`config.mk`:
```
export PLATFORM = sky130hd
export DESIGN_NAME = riscv_wb_stage
export DESIGN_NICKNAME = d
export VERILOG_FILES = /design/src/rtl/riscv_define.sv /design/src/rtl/riscv_ld_align.sv /design/src/rtl/riscv_wb_stage.sv
export SDC_FILE = /design/constraint.sdc
export NUM_CORES = 1
export LEC_CHECK = 0
export CELL_PAD_IN_SITES_DETAIL_PLACEMENT = 1
export CELL_PAD_IN_SITES_GLOBAL_PLACEMENT = 1
export CORE_ASPECT_RATIO = 1.1
export CORE_MARGIN = 3
export CORE_UTILIZATION = 35
export DETAILED_ROUTE_END_ITERATION = 10
export GPL_ROUTABILITY_DRIVEN = 1
export HOLD_SLACK_MARGIN = 0.08
export MAX_ROUTING_LAYER = met4
export PLACE_DENSITY = 0.91
export SLEW_MARGIN = 20
export SYNTH_ARGS = -nofsm -noshare
export SYNTH_HDL_FRONTEND = slang
export SYNTH_SLANG_ARGS = --single-unit
```
`constraint.sdc`:
```
create_clock -name clk -period 3.75 [get_ports clk]
set_input_delay 0.75 -clock clk [delete_from_list [all_inputs] [get_ports clk]]
set_output_delay 0.75 -clock clk [all_outputs]
set_load 0.01 [all_outputs]
```
`src/rtl/riscv_define.sv`:
```
// Shared write-back definitions: source select codes,
// load size codes and the write-back stage state encoding.
package riscv_define;

  localparam logic [1:0] WB_SEL_ALU = 2'b00;
  localparam logic [1:0] WB_SEL_MEM = 2'b01;
  localparam logic [1:0] WB_SEL_PC4 = 2'b10;
  localparam logic [1:0] WB_SEL_CSR = 2'b11;

  localparam logic [1:0] LD_SIZE_B = 2'b00;
  localparam logic [1:0] LD_SIZE_H = 2'b01;
  localparam logic [1:0] LD_SIZE_W = 2'b10;
  localparam logic [1:0] LD_SIZE_D = 2'b11;

  typedef enum logic {
    WB_IDLE     = 1'b0,
    WB_WAIT_RSP = 1'b1
  } wb_state_e;

endpackage

```
`src/rtl/riscv_ld_align.sv`:
```
// Load lane select and sign/zero extension of a raw memory word.
// Purely combinational; shared with the store-to-load forward path.
module riscv_ld_align
  import riscv_define::*;
#(
  parameter int XLEN  = 32,
  parameter int OFF_W = $clog2(XLEN/8)
) (
  input  logic [XLEN-1:0]  data,
  input  logic [1:0]       size,
  input  logic             uns,
  input  logic [OFF_W-1:0] off,
  output logic [XLEN-1:0]  result
);

  logic [OFF_W-1:0] sh;
  logic [XLEN-1:0]  shifted;
  logic [XLEN-1:0]  mask;
  logic             sbit;

  always_comb begin
    sh = '0;
    unique case (1'b1)
      (size == LD_SIZE_B): sh = off;
      (size == LD_SIZE_H): sh = {off[OFF_W-1:1], 1'b0};
      (size == LD_SIZE_W): begin
        if (XLEN == 64)
          sh = {off[OFF_W-1], {(OFF_W-1){1'b0}}};
      end
      default: sh = '0;
    endcase
  end

  assign shifted = data >> {sh, 3'b000};

  // Double on a 32-bit core falls through to full width, i.e. a word.
  always_comb begin
    mask = '1;
    sbit = 1'b0;
    unique case (1'b1)
      (size == LD_SIZE_B): begin
        mask = XLEN'(8'hFF);
        sbit = shifted[7];
      end
      (size == LD_SIZE_H): begin
        mask = XLEN'(16'hFFFF);
        sbit = shifted[15];
      end
      (size == LD_SIZE_W): begin
        mask = XLEN'(32'hFFFF_FFFF);
        sbit = shifted[31];
      end
      default: begin
        mask = '1;
        sbit = 1'b0;
      end
    endcase
  end

  assign result = (shifted & mask)
                | ((sbit & ~uns) ? ~mask : '0);

endmodule

```
`src/rtl/riscv_wb_stage.sv`:
```
// Write-back stage: source select, load alignment, memory wait,
// register-file write port and retired-instruction counter.
module riscv_wb_stage
  import riscv_define::*;
#(
  parameter int XLEN    = 32,
  parameter int RADDR_W = 5,
  parameter int OFF_W   = $clog2(XLEN/8)
) (
  input  logic               clk,
  input  logic               rst_n,
  input  logic               in_valid,
  output logic               in_ready,
  input  logic               in_rd_we,
  input  logic [RADDR_W-1:0] in_rd_addr,
  input  logic [1:0]         in_wb_sel,
  input  logic [XLEN-1:0]    in_alu_res,
  input  logic [XLEN-1:0]    in_pc4,
  input  logic [XLEN-1:0]    in_csr_val,
  input  logic [1:0]         in_ld_size,
  input  logic               in_ld_unsigned,
  input  logic [OFF_W-1:0]   in_byte_off,
  input  logic               mem_rsp_valid,
  input  logic [XLEN-1:0]    mem_rsp_data,
  output logic               rf_we,
  output logic [RADDR_W-1:0] rf_waddr,
  output logic [XLEN-1:0]    rf_wdata,
  output logic               retire,
  output logic [63:0]        instret
);

  wb_state_e state, state_nx;

  logic               h_we;
  logic [RADDR_W-1:0] h_addr;
  logic [1:0]         h_size;
  logic               h_uns;
  logic [OFF_W-1:0]   h_off;

  logic               accept;
  logic               is_mem;
  logic               capture;
  logic               do_wr;
  logic               wr_we;
  logic [RADDR_W-1:0] wr_addr;
  logic [XLEN-1:0]    wr_data;
  logic [XLEN-1:0]    sel_data;
  logic [XLEN-1:0]    ld_data;

  logic [1:0]         a_size;
  logic               a_uns;
  logic [OFF_W-1:0]   a_off;

  assign in_ready = (state == WB_IDLE);
  assign accept   = in_valid & in_ready;
  assign is_mem   = (in_wb_sel == WB_SEL_MEM);

  // Held fields drive the aligner while a load is outstanding.
  assign a_size = (state == WB_WAIT_RSP) ? h_size : in_ld_size;
  assign a_uns  = (state == WB_WAIT_RSP) ? h_uns  : in_ld_unsigned;
  assign a_off  = (state == WB_WAIT_RSP) ? h_off  : in_byte_off;

  riscv_ld_align #(
    .XLEN  (XLEN),
    .OFF_W (OFF_W)
  ) u_ld_align (
    .data   (mem_rsp_data),
    .size   (a_size),
    .uns    (a_uns),
    .off    (a_off),
    .result (ld_data)
  );

  always_comb begin
    sel_data = in_alu_res;
    unique case (1'b1)
      (in_wb_sel == WB_SEL_ALU): sel_data = in_alu_res;
      (in_wb_sel == WB_SEL_MEM): sel_data = ld_data;
      (in_wb_sel == WB_SEL_PC4): sel_data = in_pc4;
      (in_wb_sel == WB_SEL_CSR): sel_data = in_csr_val;
      default:                   sel_data = in_alu_res;
    endcase
  end

  always_comb begin
    state_nx = state;
    capture  = 1'b0;
    do_wr    = 1'b0;
    wr_we    = in_rd_we;
    wr_addr  = in_rd_addr;
    wr_data  = sel_data;
    unique case (state)
      WB_IDLE: begin
        if (accept) begin
          if (is_mem && !mem_rsp_valid) begin
            capture  = 1'b1;
            state_nx = WB_WAIT_RSP;
          end else begin
            do_wr = 1'b1;
          end
        end
      end
      WB_WAIT_RSP: begin
        wr_we   = h_we;
        wr_addr = h_addr;
        wr_data = ld_data;
        if (mem_rsp_valid) begin
          do_wr    = 1'b1;
          state_nx = WB_IDLE;
        end
      end
      default: state_nx = WB_IDLE;
    endcase
  end

  always_ff @(posedge clk) begin
    if (!rst_n) begin
      state    <= WB_IDLE;
      rf_we    <= 1'b0;
      rf_waddr <= '0;
      rf_wdata <= '0;
      retire   <= 1'b0;
      instret  <= '0;
      h_we     <= 1'b0;
      h_addr   <= '0;
      h_size   <= '0;
      h_uns    <= 1'b0;
      h_off    <= '0;
    end else begin
      state  <= state_nx;
      retire <= do_wr;
      rf_we  <= do_wr & wr_we & (wr_addr != '0);
      if (do_wr) begin
        rf_waddr <= wr_addr;
        rf_wdata <= wr_data;
        instret  <= instret + 64'd1;
      end
      if (capture) begin
        h_we   <= in_rd_we;
        h_addr <= in_rd_addr;
        h_size <= in_ld_size;
        h_uns  <= in_ld_unsigned;
        h_off  <= in_byte_off;
      end
    end
  end

endmodule

```
## Word level (Yosys, flattened, before mapping)

Index checks and enable logic that the tools add are counted.

- Bitwise gates (word level): 9
- Reduce and logical (&&, ||, !) cells: 4
- Shift-type cells: 1
- Muxes and demuxes: 20
- Eq/ne operators: 5
- Add/sub/neg operators: 1

Operators by type and width:

| kind | number |
|---|---|
| case mux 32 bit (3 select lines) | 1 |
| adder 64 x 1 -> 64 bit (second input constant) | 1 |
| 2-to-1 mux 32 bit | 2 |
| case mux 32 bit (2 select lines) | 1 |
| bitwise AND 32 bit | 1 |
| NOT 32 bit | 1 |
| bitwise OR 32 bit | 1 |
| right shift 32 x 5 -> 32 bit | 1 |
| 2-to-1 mux 1 bit | 9 |
| equality test 2 bit (second input constant) | 3 |
| 2-to-1 mux 5 bit | 1 |
| nonzero test 5 bit | 1 |
| bitwise AND 1 bit | 4 |
| equality test 2 x 1 -> 1 bit (second input constant) | 2 |
| 2-to-1 mux 2 bit | 2 |
| case mux 1 bit (2 select lines) | 2 |
| case mux 2 bit (2 select lines) | 1 |
| case mux 1 bit (3 select lines) | 1 |
| zero test 2 bit | 1 |
| NOT 1 bit | 2 |
| logical AND 1 bit | 1 |
| zero test 1 bit | 1 |

- Bits in registers: 115
- Logic and storage cells: 51

## Logic depth before layout (Yosys ltp)

- Depth after elaboration: 10
- Mapped depth: 10
- Gate-level depth less buffers: 6

## By module

Synthesis repeated with hierarchy kept, for this count alone.

- Cell total of the unflattened synthesis: 809
- Area, all modules: 6693.9 um^2

Modules (own cells, without submodules):

| module | instances | sequential area each (um^2) | cells an instance | area an instance (um^2) |
|---|---|---|---|---|
| riscv_wb_stage | 1 | 2302.2 | 706 | 5974.5 |
| riscv_ld_align | 1 | 0.0 | 103 | 719.4 |

## Worst setup path before layout

Ideal clock, no wire load.

- Kind: in2reg
- Start point: input in_wb_sel[0]
- End point: register instret[59]
- Library setup time: 70 ps
- Path slack: 1087 ps
- Buffers on the path: 2
- Arrival: 2592 ps
- Stages on the path: 8
- Path through: clkbuf_1 -> nor2b_1 -> o21ai_1 -> nand3_1 -> or4_4 -> buf_6 -> or3_1 -> a21oi_1

- Longest elaborated chain between the ends: 5

Ends and longest elaborated chain:

| item | line | text |
|---|---|---|
| from (decl) | riscv_wb_stage.sv:16 | `input logic [1:0] in_wb_sel,` |
| equality test 2 x 1 -> 1 bit | riscv_wb_stage.sv:56 | `assign is_mem = (in_wb_sel == WB_SEL_MEM);` |
| logical AND 1 bit | riscv_wb_stage.sv:95 | `if (is_mem && !mem_rsp_valid) begin` |
| 2-to-1 mux 1 bit | riscv_wb_stage.sv:95 |  |
| 2-to-1 mux 1 bit | riscv_wb_stage.sv:94 | `if (accept) begin` |
| case mux 1 bit (2 select lines) | riscv_wb_stage.sv:92 | `unique case (state)` |
| to (signal assigned) | riscv_wb_stage.sv:136 | `instret <= instret + 64'd1;` |
| to (decl) | riscv_wb_stage.sv:29 | `output logic [63:0] instret` |

Every way passes these cells.
A chain may end at the register's enable or synchronous reset.

## Final worst setup path

- Start point: input in_ld_size[1]
- End point: register rf_wdata[25]

- Longest elaborated chain between the ends: 10

Ends and longest elaborated chain:

| item | line | text |
|---|---|---|
| from (decl) | riscv_wb_stage.sv:20 | `input logic [1:0] in_ld_size,` |
| 2-to-1 mux 2 bit (*) | riscv_wb_stage.sv:59 | `assign a_size = (state == WB_WAIT_RSP) ? h_size : in_ld_size;` |
| equality test 2 x 1 -> 1 bit / zero test 2 bit (equally long branches) | n/a |  |
| case mux 2 bit (2 select lines) | riscv_ld_align.sv:23 | `unique case (1'b1)` |
| right shift 32 x 5 -> 32 bit | riscv_ld_align.sv:34 | `assign shifted = data >> {sh, 3'b000};` |
| case mux 1 bit (3 select lines) | riscv_ld_align.sv:40 | `unique case (1'b1)` |
| bitwise AND 1 bit | riscv_ld_align.sv:61 | `\| ((sbit & ~uns) ? ~mask : '0);` |
| 2-to-1 mux 32 bit | riscv_ld_align.sv:61 |  |
| bitwise OR 32 bit (*) | riscv_ld_align.sv:61 |  |
| case mux 32 bit (3 select lines) | riscv_wb_stage.sv:76 | `unique case (1'b1)` |
| 2-to-1 mux 32 bit (*) | riscv_wb_stage.sv:92 |  |
| to (signal assigned) | riscv_wb_stage.sv:135 | `rf_wdata <= wr_data;` |
| to (decl) | riscv_wb_stage.sv:27 | `output logic [XLEN-1:0] rf_wdata,` |

Every way passes the cells marked *; elsewhere a longest branch is shown, timed or not.

==> impl_metrics.json <==
{
  "vias": 7955,
  "rr_worst_depth": 6,
  "fillerInstances": 2300,
  "cap_violations": 0,
  "grt_usage_pct": 26.8,
  "root_buffer": "clkbuf_16",
  "vias_per_cell": 5.80,
  "worst_pin_slew_ns": 0.835,
  "crit_type": "input port to register",
  "grt_antenna_before_repair": 3,
  "synth_area_leaders": "dfxtp_1, nor2_1, mux2i_1",
  "nets": 1255,
  "die_h_um": 153,
  "dp.cells": 1337,
  "period_share_pct": 81.3,
  "r2r_slack_ns": 0.85,
  "async_flop_share_pct": 0,
  "start_util_pct": 35.9,
  "rows": 53,
  "die_x_um": 140,
  "netlist_instances": 891,
  "post_dp_cell_area_sq_um": 9570,
  "postRouteAntennaNets": 0,
  "slew_violations": 0,
  "final_cells": 1371,
  "ys_ff_latch": 115,
  "clockBufferDepth": 2,
  "rsz0062_at_grt": "false",
  "drc": 0,
  "power_leakage_nw": 3.60,
  "syn_nets": 1037,
  "final.min_clock_period_ns": 3.05,
  "crit_path_start_kind": "input port",
  "multi_input_area_sq_um": 4250,
  "required_ns": 4.08,
  "status": "finished clean",
  "hp-class": "register to register",
  "path_clk_slew_ns": 0.05,
  "synth-edff-count": 0,
  "timing.fmax_mhz": 328,
  "drt_iter0_drc": 476,
  "routedWlPerCell_um": 21.2,
  "holdWs_ns": 0.453,
  "cts_setup_buffers": 0,
  "clk_latency_ns": 0.41,
  "crit_end": "rf_wdata[25]",
  "wirelength_um": 29000,
  "grt_overflow": 0,
  "firstDrtPassIters": 5,
  "cts_made_buffers": 17,
  "grt_max_degree": 55,
  "critPathArrivalTime_ns": 3.37,
  "critPathMaxFanout": 14,
  "fin_area_sq_um": 10200,
  "io_buffers": 248,
  "yosysWarnings": 0,
  "final-seq-area_sq_um": 2300,
  "dp_hpwl_um": 21400,
  "final_cell_mix": "clkdlybuf4s50_1, nor2_1, dfxtp_1",
  "h-tree-depth": 4,
  "vdd.ir_drop.worst_uv": 302,
  "avgSynthCellArea_sq_um": 7.74,
  "r2r-start": "state",
  "grt_pass1_vias": 8155,
  "power_density_nw_per_um2": 361,
  "yosysTopAreaCell": "dfxtp_1",
  "startpoint": "in_ld_size[1]",
  "core-area_sq_um": 19200,
  "drive_above_1_share_pct": 7.31,
  "end_kind": "register",
  "hold_buffers": 0,
  "ioPinCount": 249,
  "ys_types": 61,
  "relSlewSlack_pct": 44.1,
  "finalSetupViolCount": 0,
  "area_growth_pct": 47.8,
  "grt_pass1_wl_um": 45200,
  "finalHoldViolCount": 0,
  "cts-resized-gates": 0,
  "synth_top_area_share_pct": 33.4,
  "cts_sinks": 115,
  "timing.rr.end": "instret[59]",
  "gp_congestion": 0.886,
  "cts_tree": "built",
  "synthesis.area_sq_um": 6900,
  "dieArea_sq_um": 21400,
  "synth_seq_area_share_pct": 33.4,
  "finalSetupTns_ns": 0,
  "synth_top_flop_cell": "dfxtp_1",
  "final_common_cell": "clkdlybuf4s50_1",
  "skew_ns": 0.00616
}
per-stage QoR:
stage	power (W)	setup WS, ns	util (%)
global route	0.00381	0.524	53.0
CTS	0.00370	0.784	52.9
finish	0.00368	0.703	53.0
floorplan	0.00162	1.09	-
global placement	0.00197	0.407	49.8
detailed placement	0.00199	0.353	49.8
logic make-up after synthesis:
kind of cell / share of synthesized area [%]
buffers and inverters: 5.12
XOR/XNOR: 5.84
AO/OA/AOI/OAI: 20.3
AND/OR/NAND/NOR: 26.5
flip-flops: 33.4
adder cells (fa/ha/maj): 0.181
multiplexers: 8.58
critical path, cell delays in order:
cell	delay, ns
clkdlybuf4s50_1	0.51
nor4b_1	0.73
nor2_2	0.08
o211ai_1	0.30
and3_1	0.60
nand4_1	0.21
a31oi_1	0.20
routing by layer:
metal	GRT usage, %	wire (um)	vias to the layer above	part of all wire (%)
met4	10.7	1090	0	3.7
met2	43.7	13900	332	48
met1	32.0	11900	3865	41
met5	-	0	-	0
li1	-	-	3689	-
met3	6.23	2090	69	7.2
report_power, final:
group | total, W | switching (W) | internal (W)
sequential | 0.00130 | 0.0000313 | 0.00127
clock | 0.00170 | 0.000579 | 0.00112
combinational | 0.000677 | 0.000334 | 0.000342
synth_stat cells, types with 21 or more instances:
master and count:
mux2i_1 40, o21ai_0 33, nor4_1 29, xnor2_1 41
nand3_1 44, nor2_1 116, a21oi_1 47, o31ai_1 21
nand4_1 24, clkbuf_1 49, nand2_1 88, dfxtp_1 115
cell type report:
class | instances | share of cell area [%]
clock buffer | 21 | 4.42
clock inverter | 10 | 1.55
sequential | 115 | 22.6
inverter | 20 | 0.737
antenna | 3 | 0.0737
tap | 247 | 3.03
timing repair buffer | 268 | 25.9
multi-input combinational | 687 | 41.7
how the worst min path moves through the flow:
stage / from / endpoint / slack (ns) / depth (start not counted)
after floorplan: h_we / rf_we / 0.46 / 2
final: rf_wdata[0] / rf_wdata[0] / 0.45 / 2
after detailed placement: rf_wdata[0] / rf_wdata[0] / 0.44 / 2
after global placement: rf_wdata[4] / rf_wdata[4] / 0.44 / 2
after CTS: rf_wdata[0] / rf_wdata[0] / 0.45 / 2
after global routing: rf_wdata[0] / rf_wdata[0] / 0.48 / 2
sequential cells by signal, indices dropped and copies added, names as in the netlist:
name / flops
h_size: 2
h_off: 2
h_addr: 5
rf_wdata: 32
rf_waddr: 5
state: 1
rf_we: 1
instret: 64
h_uns: 1
retire: 1
h_we: 1
Power figures use the tool's default switching activity.
